`src/rtl/bcd_conv_sched.sv`:
```
// Round-robin shared serial double-dabble binary-to-BCD converter for NUM_REQ channels.
// One bit per clock: grant -> BIN_W shift cycles -> one DONE cycle with ack and result.
module bcd_conv_sched #(
   parameter int NUM_REQ = 3,
   parameter int BIN_W   = 6
) (
   input  logic                         clk,
   input  logic                         rst_n,
   input  logic [NUM_REQ-1:0]           req,
   input  logic [NUM_REQ*BIN_W-1:0]     bin_in,
   output logic [NUM_REQ-1:0]           ack,
   output logic [NUM_REQ*7-1:0]         bcd_out,
   output logic                         busy,
   output logic [$clog2(NUM_REQ)-1:0]   gnt_id
);

   localparam int GW = $clog2(NUM_REQ);
   localparam int CW = $clog2(BIN_W + 1);

   typedef enum logic [1:0] {IDLE, SHIFT, DONE} state_t;

   state_t           state;
   logic [GW-1:0]    last_gnt;
   logic [BIN_W-1:0] sr;
   logic [2:0]       tens;
   logic [3:0]       ones;
   logic [CW-1:0]    cnt;

   logic             any;
   logic [GW-1:0]    pick;
   logic [3:0]       o_adj;
   logic [2:0]       t_adj;
   logic [BIN_W+6:0] sh;
   logic [2:0]       nt;
   logic [3:0]       no;
   logic [BIN_W-1:0] nsr;

   // Search starts just after the last served channel, wrapping, so nobody starves.
   always_comb begin
      int idx;
      any  = 1'b0;
      pick = '0;
      idx  = 0;
      for (int i = 1; i <= NUM_REQ; i++) begin
         idx = (int'(last_gnt) + i) % NUM_REQ;
         if (!any && req[idx]) begin
            any  = 1'b1;
            pick = GW'(idx);
         end
      end
   end

   always_comb begin
      o_adj = (ones >= 4'd5) ? ones + 4'd3 : ones;
      t_adj = (tens >= 3'd5) ? tens + 3'd3 : tens;
      sh    = {t_adj, o_adj, sr} << 1;
      nt    = sh[BIN_W+6:BIN_W+4];
      no    = sh[BIN_W+3:BIN_W];
      nsr   = sh[BIN_W-1:0];
   end

   always_ff @(posedge clk or negedge rst_n) begin
      if (!rst_n) begin
         state    <= IDLE;
         gnt_id   <= '0;
         last_gnt <= GW'(NUM_REQ - 1);
         sr       <= '0;
         tens     <= '0;
         ones     <= '0;
         cnt      <= '0;
         ack      <= '0;
         bcd_out  <= '0;
         busy     <= 1'b0;
      end else begin
         ack <= '0;
         case (state)
            IDLE: begin
               if (any) begin
                  gnt_id <= pick;
                  sr     <= bin_in[pick*BIN_W +: BIN_W];
                  tens   <= '0;
                  ones   <= '0;
                  cnt    <= CW'(BIN_W);
                  busy   <= 1'b1;
                  state  <= SHIFT;
               end
            end
            SHIFT: begin
               tens <= nt;
               ones <= no;
               sr   <= nsr;
               cnt  <= cnt - CW'(1);
               // Final shift writes the result directly so it is valid throughout DONE.
               if (cnt == CW'(1)) begin
                  bcd_out[gnt_id*7 +: 7] <= {nt, no};
                  ack[gnt_id]            <= 1'b1;
                  state                  <= DONE;
               end
            end
            DONE: begin
               last_gnt <= gnt_id;
               busy     <= 1'b0;
               state    <= IDLE;
            end
            default: state <= IDLE;
         endcase
      end
   end

endmodule

```
`config.mk`:
```
export PLATFORM = sky130hd
export DESIGN_NAME = bcd_conv_sched
export DESIGN_NICKNAME = d
export VERILOG_FILES = /design/src/rtl/bcd_conv_sched.sv
export SDC_FILE = /design/constraint.sdc
export NUM_CORES = 1
export LEC_CHECK = 0
export CAP_MARGIN = 10
export CORE_UTILIZATION = 40
export CTS_BUF_LIST = sky130_fd_sc_hd__clkbuf_8
export DETAILED_ROUTE_END_ITERATION = 16
export PLACE_DENSITY = 0.63
export SKIP_CTS_REPAIR_TIMING = 1
export SLEW_MARGIN = 20
export SYNTH_ARGS = -nofsm -noshare
export SYNTH_HDL_FRONTEND = slang
export SYNTH_SLANG_ARGS = --single-unit
```
`constraint.sdc`:
```
create_clock -name clk -period 3.1 [get_ports clk]
set_clock_uncertainty 0.15 [all_clocks]
set_input_delay 0.31 -clock clk [delete_from_list [all_inputs] [get_ports clk]]
set_output_delay 0.31 -clock clk [all_outputs]
set_load 0.02 [all_outputs]
```
==> run summary, run 1 <==
* 48.6% — relative contribution of combinational cells to total power
* false — unrepaired setup endpoints after global routing
* 18.2% — simple-gate share of the synthesized area
* dfstp_2 — Crit-path slowest cell
* 16.4% — clock group share of total power
* 79.6% — final clock period utilization by the worst path
* cnt[2] — capture instance of the worst register-to-register path
* 5130 um — total wire length
* 100% — Async S/R FF share, synth
* 0 — total congestion overflow after global routing
* 2 — Longest Clk Path Bufs
* 3820 um — final HPWL from detailed placement
* 0.807 — global placer's final weighted congestion
* 1978 — routed via count
* 28 — placement row count
* 60.4% — worst rel slew slack
* 0.30 ns — Clk Latency, worst-skew pair
* 6.56% — adder-cell share of the synthesized area
* 41.4% — switching part of the total power
* 43 — number of different library cells in the post-synthesis netlist
* 0 — remaining design rule violation count
* 0.317 mV — peak ir drop on the vdd network
* 901 nW/um2 — Pwr per Cell Area
* ha_1 -> mux2i_1 -> mux2i_2 -> nor4_2 -> and2b_1 -> nor2_1 -> a2bb2oi_1 — critical-path cell list
* 0 — Yosys warning count
* 46.4% — top-area cell type share of the netlist area
* bcd_out[0] — Hold Startpoint
* 1.17 mW — switching power
* 0.594 ns — Worst-Margin Slew
* 2.47 ns — Final Critical Period
* 9.53 um2 — synthesized area divided by synthesized cell count
* 13.3 um — mean routed wirelength per cell
* 3.12 ns — required arrival time at the worst endpoint
* 0.707% — Synth Area in XOR/XNOR
* 3140 um2 — final std cell area, no fill
* flop — kind of capture point of the worst setup path
* 110 — iteration-0 DRC count of the detailed router
* 5960 um2 — Core Box Area
* 2.49 ns — Crit path arrival time
* 1.66 mW — internal power of the cells
* 17.3% — overall global routing resource usage
* 3010 um2 — placed cell area
* nand2_1 — most common library cell in the layout ignoring fill and taps
* 26.7% — post-synthesis to final-layout area growth
* 1828 — vias in the first global route
* 560 — count of filler cells inserted in the layout
* 8 — highest fanout seen on the critical path
* 47 — clock sink count
* 80.7 um — DIE WIDTH
* 47.5% — proportion of synthesized chip area in sequential cells
* 8580 um — first-pass GRT wire length
* 0 — diodes inserted
* 0 — worst path buffer plus inverter count
* 0.63 ns — register-to-register setup slack
* 7.10% — fraction of final layout cells with drive strength greater than 1
* 52.7% — utilization after layout
* 0 — initial antenna violation count
* 0.09 ns — clock-pin slew of the registers on the worst-case setup and hold paths
* 48 — maximum number of pins on one net before global-route repair
* 405 MHz — achievable clock frequency
* 260 — Syn Inst Count
* 2 — Worst Hold Path Cells
* 0.653 ns — pre-CTS setup slack
* 0 ns — Fin Setup TNS
* 0 — number of enable-type register cells in the synthesized netlist
* 80.7 um — Die Span Y
* 296 — total nets after synthesis
* 0 — max-cap violations
* 41.6% — starting density of the core
* 5.05% — multiplexer share of the synthesized area
* 0 — Slew Limit Fails
* 2 — number of H-tree levels
* simple AND/OR/NAND/NOR gates — family with the most delay on the worst path
* 0 — Setup violations, final
* 5 — number of clock buffers inserted by TritonCTS
* 49 — IO buf count
* finished, final reports clean — status
* 0 — final hold violation count
* 17.2% — compound-cell area share of the yosys netlist
* 0.55 ns — slowest stage delay, CP
* clkbuf_8 — cell chosen for the clock root
* 1.34 nW — leakage power figure
* 35.0% — relative contribution of sequential cells to total power
* last_gnt[1] — FF-to-FF Start
* 50 — total I/O pin count
* flop — launching element type of the critical path
* 47 — flip-flop and latch count after synthesis
* built — CTS tree
* simple AND/OR/NAND/NOR gates — main combinational cell family by area after synthesis
* 0 — DRT antenna net count
* dfrtp_1 — dominant synthesized flop cell
* 6520 um2 — die area
* dfrtp_1 — top cell type by total area after synthesis
* 5.14 — average vias per placed instance
* 4 — drt first pass iters
* reg -> reg — path type of the worst min-delay path
* 345 — Final nets
* bcd_out[0] — Hold Path Sink
* 2480 um2 — combined area of all synthesized cells
* 0.631 ns — final setup margin
* nand2_1 (52), clkdlybuf4s50_1 (48), dfrtp_1 (46) — leading cell types in the layout, fill and taps excluded
* reg -> reg — startpoint-to-endpoint class of the critical path
* 7 — Register-to-Register Path Depth
* dfrtp_1 (46%), nand2_1 (7.9%), o21ai_0 (6.9%) — largest cells by area after synthesis
## worst reg2reg max path, cell delays in order, from the launching register on
cell,delay [ns]
dfstp_2,0.55
ha_1,0.26
mux2i_1,0.29
mux2i_2,0.13
nor4_2,0.40
and2b_1,0.35
nor2_1,0.07
a2bb2oi_1,0.14
## cell type report
| cell class | count | area (um2) | area share (%) |
|---|---|---|---|
| clock buffers | 5 | 68.8 | 2.19 |
| inverters | 14 | 52.6 | 1.67 |
| flip-flops and latches | 47 | 1180 | 37.5 |
| repair buffers | 53 | 520 | 16.6 |
| well taps | 75 | 93.8 | 2.99 |
| multi-input cells | 188 | 1180 | 37.6 |
| clock inverters | 3 | 46.3 | 1.47 |
## cells by family after synthesis
group                      count (synthesis)
and+or+nand+nor                           91
AOI/OAI and AO/OA                         70
DFF                                       47
buffers and inverters                     25
adders and majority gates                 13
muxes                                     12
xor gates and xnor gates                   2
## per-layer routing
metal  wire [um]  share of wire, %  vias to the layer above  global-route usage, %
li1            -                 -                      996                      -
met1        2560                50                      935                   23.4
met2        2300                45                       39                   27.3
met3         185               3.6                        8                   4.32
met4          75               1.5                        0                   5.36
met5           0                 0                        -                      0
## power by group through the flow
| stage | combinational [mW] | sequential (mW) | clock (mW) |
|---|---|---|---|
| floorplan | 0.929 | 1.04 | 0 |
| global placement | 1.36 | 0.997 | 0 |
| detailed placement | 1.39 | 1.00 | 0 |
| CTS | 1.39 | 0.991 | 0.476 |
| global route | 1.54 | 1.02 | 0.498 |
| finish | 1.38 | 0.989 | 0.464 |
## Yosys cell counts, types with 4 or more instances
| cell type | instances |
|---|---|
| nand2_1 | 52 |
| dfrtp_1 | 46 |
| o21ai_0 | 34 |
| inv_1 | 14 |
| ha_1 | 13 |
| mux2i_1 | 10 |
| nand2b_1 | 10 |
| nor2_1 | 7 |
| o22ai_1 | 7 |
| o31ai_1 | 7 |
| buf_2 | 6 |
| nand3_1 | 6 |
| o21ai_1 | 5 |
| a21oi_1 | 4 |
| a221oi_1 | 4 |
## flip-flops by register name (all words and copies together), names as in the netlist
name,flops
state,2
sr,6
gnt_id,2
last_gnt,2
tens,3
bcd_out,21
cnt,3
busy,1
ones,4
ack,3
## through the flow
stage / total power [mW] / hold slack (ns) / cells
3_5_place_dp: 2.39 / 0.322 / 376
2_1_floorplan: 1.96 / -0.136 / 260
3_3_place_gp: 2.36 / 0.314 / 376
5_1_grt: 3.06 / 0.370 / 385
4_1_cts: 2.86 / 0.0669 / 384
6_report: 2.83 / 0.339 / 385
## worst max-delay path by stage
stage,from,to,slack [ns],depth (start not counted)
after floorplan,last_gnt[1],cnt[2],0.90,8
after global placement,last_gnt[1],cnt[2],0.70,7
after detailed placement,last_gnt[0],cnt[2],0.65,8
after CTS,last_gnt[0],cnt[2],0.63,8
after global routing,last_gnt[0],cnt[2],0.45,8
final,last_gnt[1],cnt[2],0.63,7
Note: power is estimated with default switching activity, not from simulation.
==> run 2, diff against run 1 <==
PLACE_DENSITY = 0.65   (was 0.63)
clock period = 2.2 ns   (was 3.1 ns; I/O delays follow)
==> run summary, run 2 (synthesis gave the netlist of run 1 again) <==
* 3510 um2 — final std cell area, no fill, was 3140 um2
* 1300 nW/um2 — Pwr per Cell Area, was 901 nW/um2
* flop — launching element type of the critical path, unchanged
* 28 — placement row count, unchanged
* true — unrepaired setup endpoints after global routing, was false
* 0 — initial antenna violation count, unchanged
* 2.28 ns — Crit path arrival time, was 2.49 ns
* 446 MHz — achievable clock frequency, was 405 MHz
* flop — kind of capture point of the worst setup path, unchanged
* 0.31 ns — Clk Latency, worst-skew pair, was 0.30 ns
* clkbuf_8 — cell chosen for the clock root, unchanged
* 408 — number of non-filler instances in the completed layout, was 385
* reg -> reg — startpoint-to-endpoint class of the critical path, unchanged
* 55.7% — worst rel slew slack, was 60.4%
* in -> async — path type of the worst min-delay path, was reg -> reg
* 102% — final clock period utilization by the worst path, was 79.6%
* 5960 um2 — Core Box Area, unchanged
* bcd_out (21), sr (6), ones (4) — registers with the most flip-flops, unchanged
* 2.24 ns — Final Critical Period, was 2.47 ns
* 50 — total I/O pin count, unchanged
* 0 — total congestion overflow after global routing, unchanged
* 31 — maximum number of pins on one net before global-route repair, was 48
* 0.856 — global placer's final weighted congestion, was 0.807
* bcd_out — largest reg by FF count, unchanged
* 80.7 um — Die Span Y, unchanged
* 2125 — routed via count, was 1978
* nand2_1 — most common library cell in the layout ignoring fill and taps, unchanged
* 4030 um — final HPWL from detailed placement, was 3820 um
* 5 — number of clock buffers inserted by TritonCTS, unchanged
* 0.665 ns — Worst-Margin Slew, was 0.594 ns
* 49 — IO buf count, unchanged
* built — CTS tree, unchanged
* 0 — DRT antenna net count, unchanged
* 5 — drt first pass iters, was 4
* 3160 um2 — placed cell area, was 3010 um2
* 47 — clock sink count, unchanged
* 0.10 ns — clock-pin slew of the registers on the worst-case setup and hold paths, was 0.09 ns
* 396 — Placed Cells incl. Taps, was 376
* nand2_1 (51), clkdlybuf4s50_1 (48), dfrtp_1 (45) — leading cell types in the layout, fill and taps excluded, was nand2_1 (52), clkdlybuf4s50_1 (48), dfrtp_1 (46)
* 41.6% — starting density of the core, unchanged
* 555 — count of filler cells inserted in the layout, was 560
* setup timing — violations in the final reports
* 6520 um2 — die area, unchanged
* 1370 um2 — Multi-input gate area, was 1180 um2
* 80.7 um — DIE WIDTH, unchanged
* 368 — Final nets, was 345
* 0.557 mV — peak ir drop on the vdd network, was 0.317 mV
* 2 — Longest Clk Path Bufs, unchanged
* 0 — final hold violation count, unchanged
* 114 — iteration-0 DRC count of the detailed router, was 110
* 22.2% — fraction of final layout cells with drive strength greater than 1, was 7.10%
* 21 — flip-flop count of the largest register after layout, unchanged
* 5620 um — total wire length, was 5130 um
* 5 — Setup violations, final, was 0
* 0 — diodes inserted, unchanged
* 41.6% — post-synthesis to final-layout area growth, was 26.7%
* 0 — remaining design rule violation count, unchanged
* 1.49 nW — leakage power figure, was 1.34 nW
* 8870 um — first-pass GRT wire length, was 8580 um
* 8 — highest fanout seen on the critical path, unchanged
* 0 — Slew Limit Fails, unchanged
* -0.0398 ns — final setup margin, was 0.631 ns
* 2.24 ns — required arrival time at the worst endpoint, was 3.12 ns
* 17.8% — overall global routing resource usage, was 17.3%
* 0 — max-cap violations, unchanged
* 1908 — vias in the first global route, was 1828
* 1180 um2 — register area, about the same
* 2 — number of H-tree levels, unchanged
* 13.8 um — mean routed wirelength per cell, was 13.3 um
* -0.102 ns — Fin Setup TNS, was 0 ns
* 4.57 mW — Design Power, was 2.83 mW
* complete, but fails checks — status, was finished, final reports clean
* 5.21 — average vias per placed instance, was 5.14
[run 2: changes by cell type in the layout (fill, tap and decap cells not counted), moves of 4 or more]
cell	delta
buf_4	+19
o21ai_0	-5
a221oi_1	-4
a221oi_2	+4
mux2i_1	-4
mux2i_4	+4
nor2_1	-4
nor2_2	+4
o21ai_1	+4
[run 2: worst paths after layout]
kind / slack (ns) / start / cells past startpoint / end
worst max-delay path: -0.04 / last_gnt[1] / 8 / cnt[2]
worst min-delay path: 0.32 / rst_n / 2 / bcd_out[20]
worst max register to register: -0.04 / last_gnt[1] / 8 / cnt[2]
worst min register to register: 0.34 / bcd_out[11] / 2 / bcd_out[11]
max in group asynchronous: 0.88 / rst_n / 3 / last_gnt[1]
min in group clk: 0.34 / bcd_out[11] / 2 / bcd_out[11]
[run 2: through the flow]
stage | hold WS (ns) | util [%] | setup slack (ns)
floorplan | -0.226 | - | 0.0248
global placement | 0.134 | 53.1 | -0.0890
detailed placement | 0.134 | 53.1 | -0.168
CTS | -0.206 | 55.0 | -0.183
global route | 0.356 | 58.9 | -0.125
finish | 0.320 | 58.9 | -0.0398
[run 2: routing by layer]
layer	part of all wire [%]	track usage (%)	vias up
met3	4.1	3.98	4
met5	0	0	-
met4	0.55	4.29	0
met1	49	25.6	1014
li1	-	-	1052
met2	47	27.1	55
[run 2: where the power goes]
| part | switching, mW | internal, mW | leakage, nW |
|---|---|---|---|
| clock | 0.310 | 0.342 | 0.0548 |
| sequential | 0.211 | 1.14 | 0.614 |
| combinational | 1.36 | 1.21 | 0.819 |
[run 2: layout make-up]
type	instances	share of cell area, %
clock buffers	5	1.96
well taps	75	2.67
multi-input cells	188	38.9
repair buffers	76	20.0
flip-flops and latches	47	33.6
clock inverters	3	1.32
inverters	14	1.57
[run 2: worst max-delay path, cell delays in order (launching register included)]
cell and delay (ns):
dfstp_2 0.58, inv_2 0.07, ha_4 0.19, mux2i_2 0.19, nor2_2 0.09, nor4_4 0.38
and2b_4 0.29, nor2_2 0.06, a2bb2oi_2 0.13
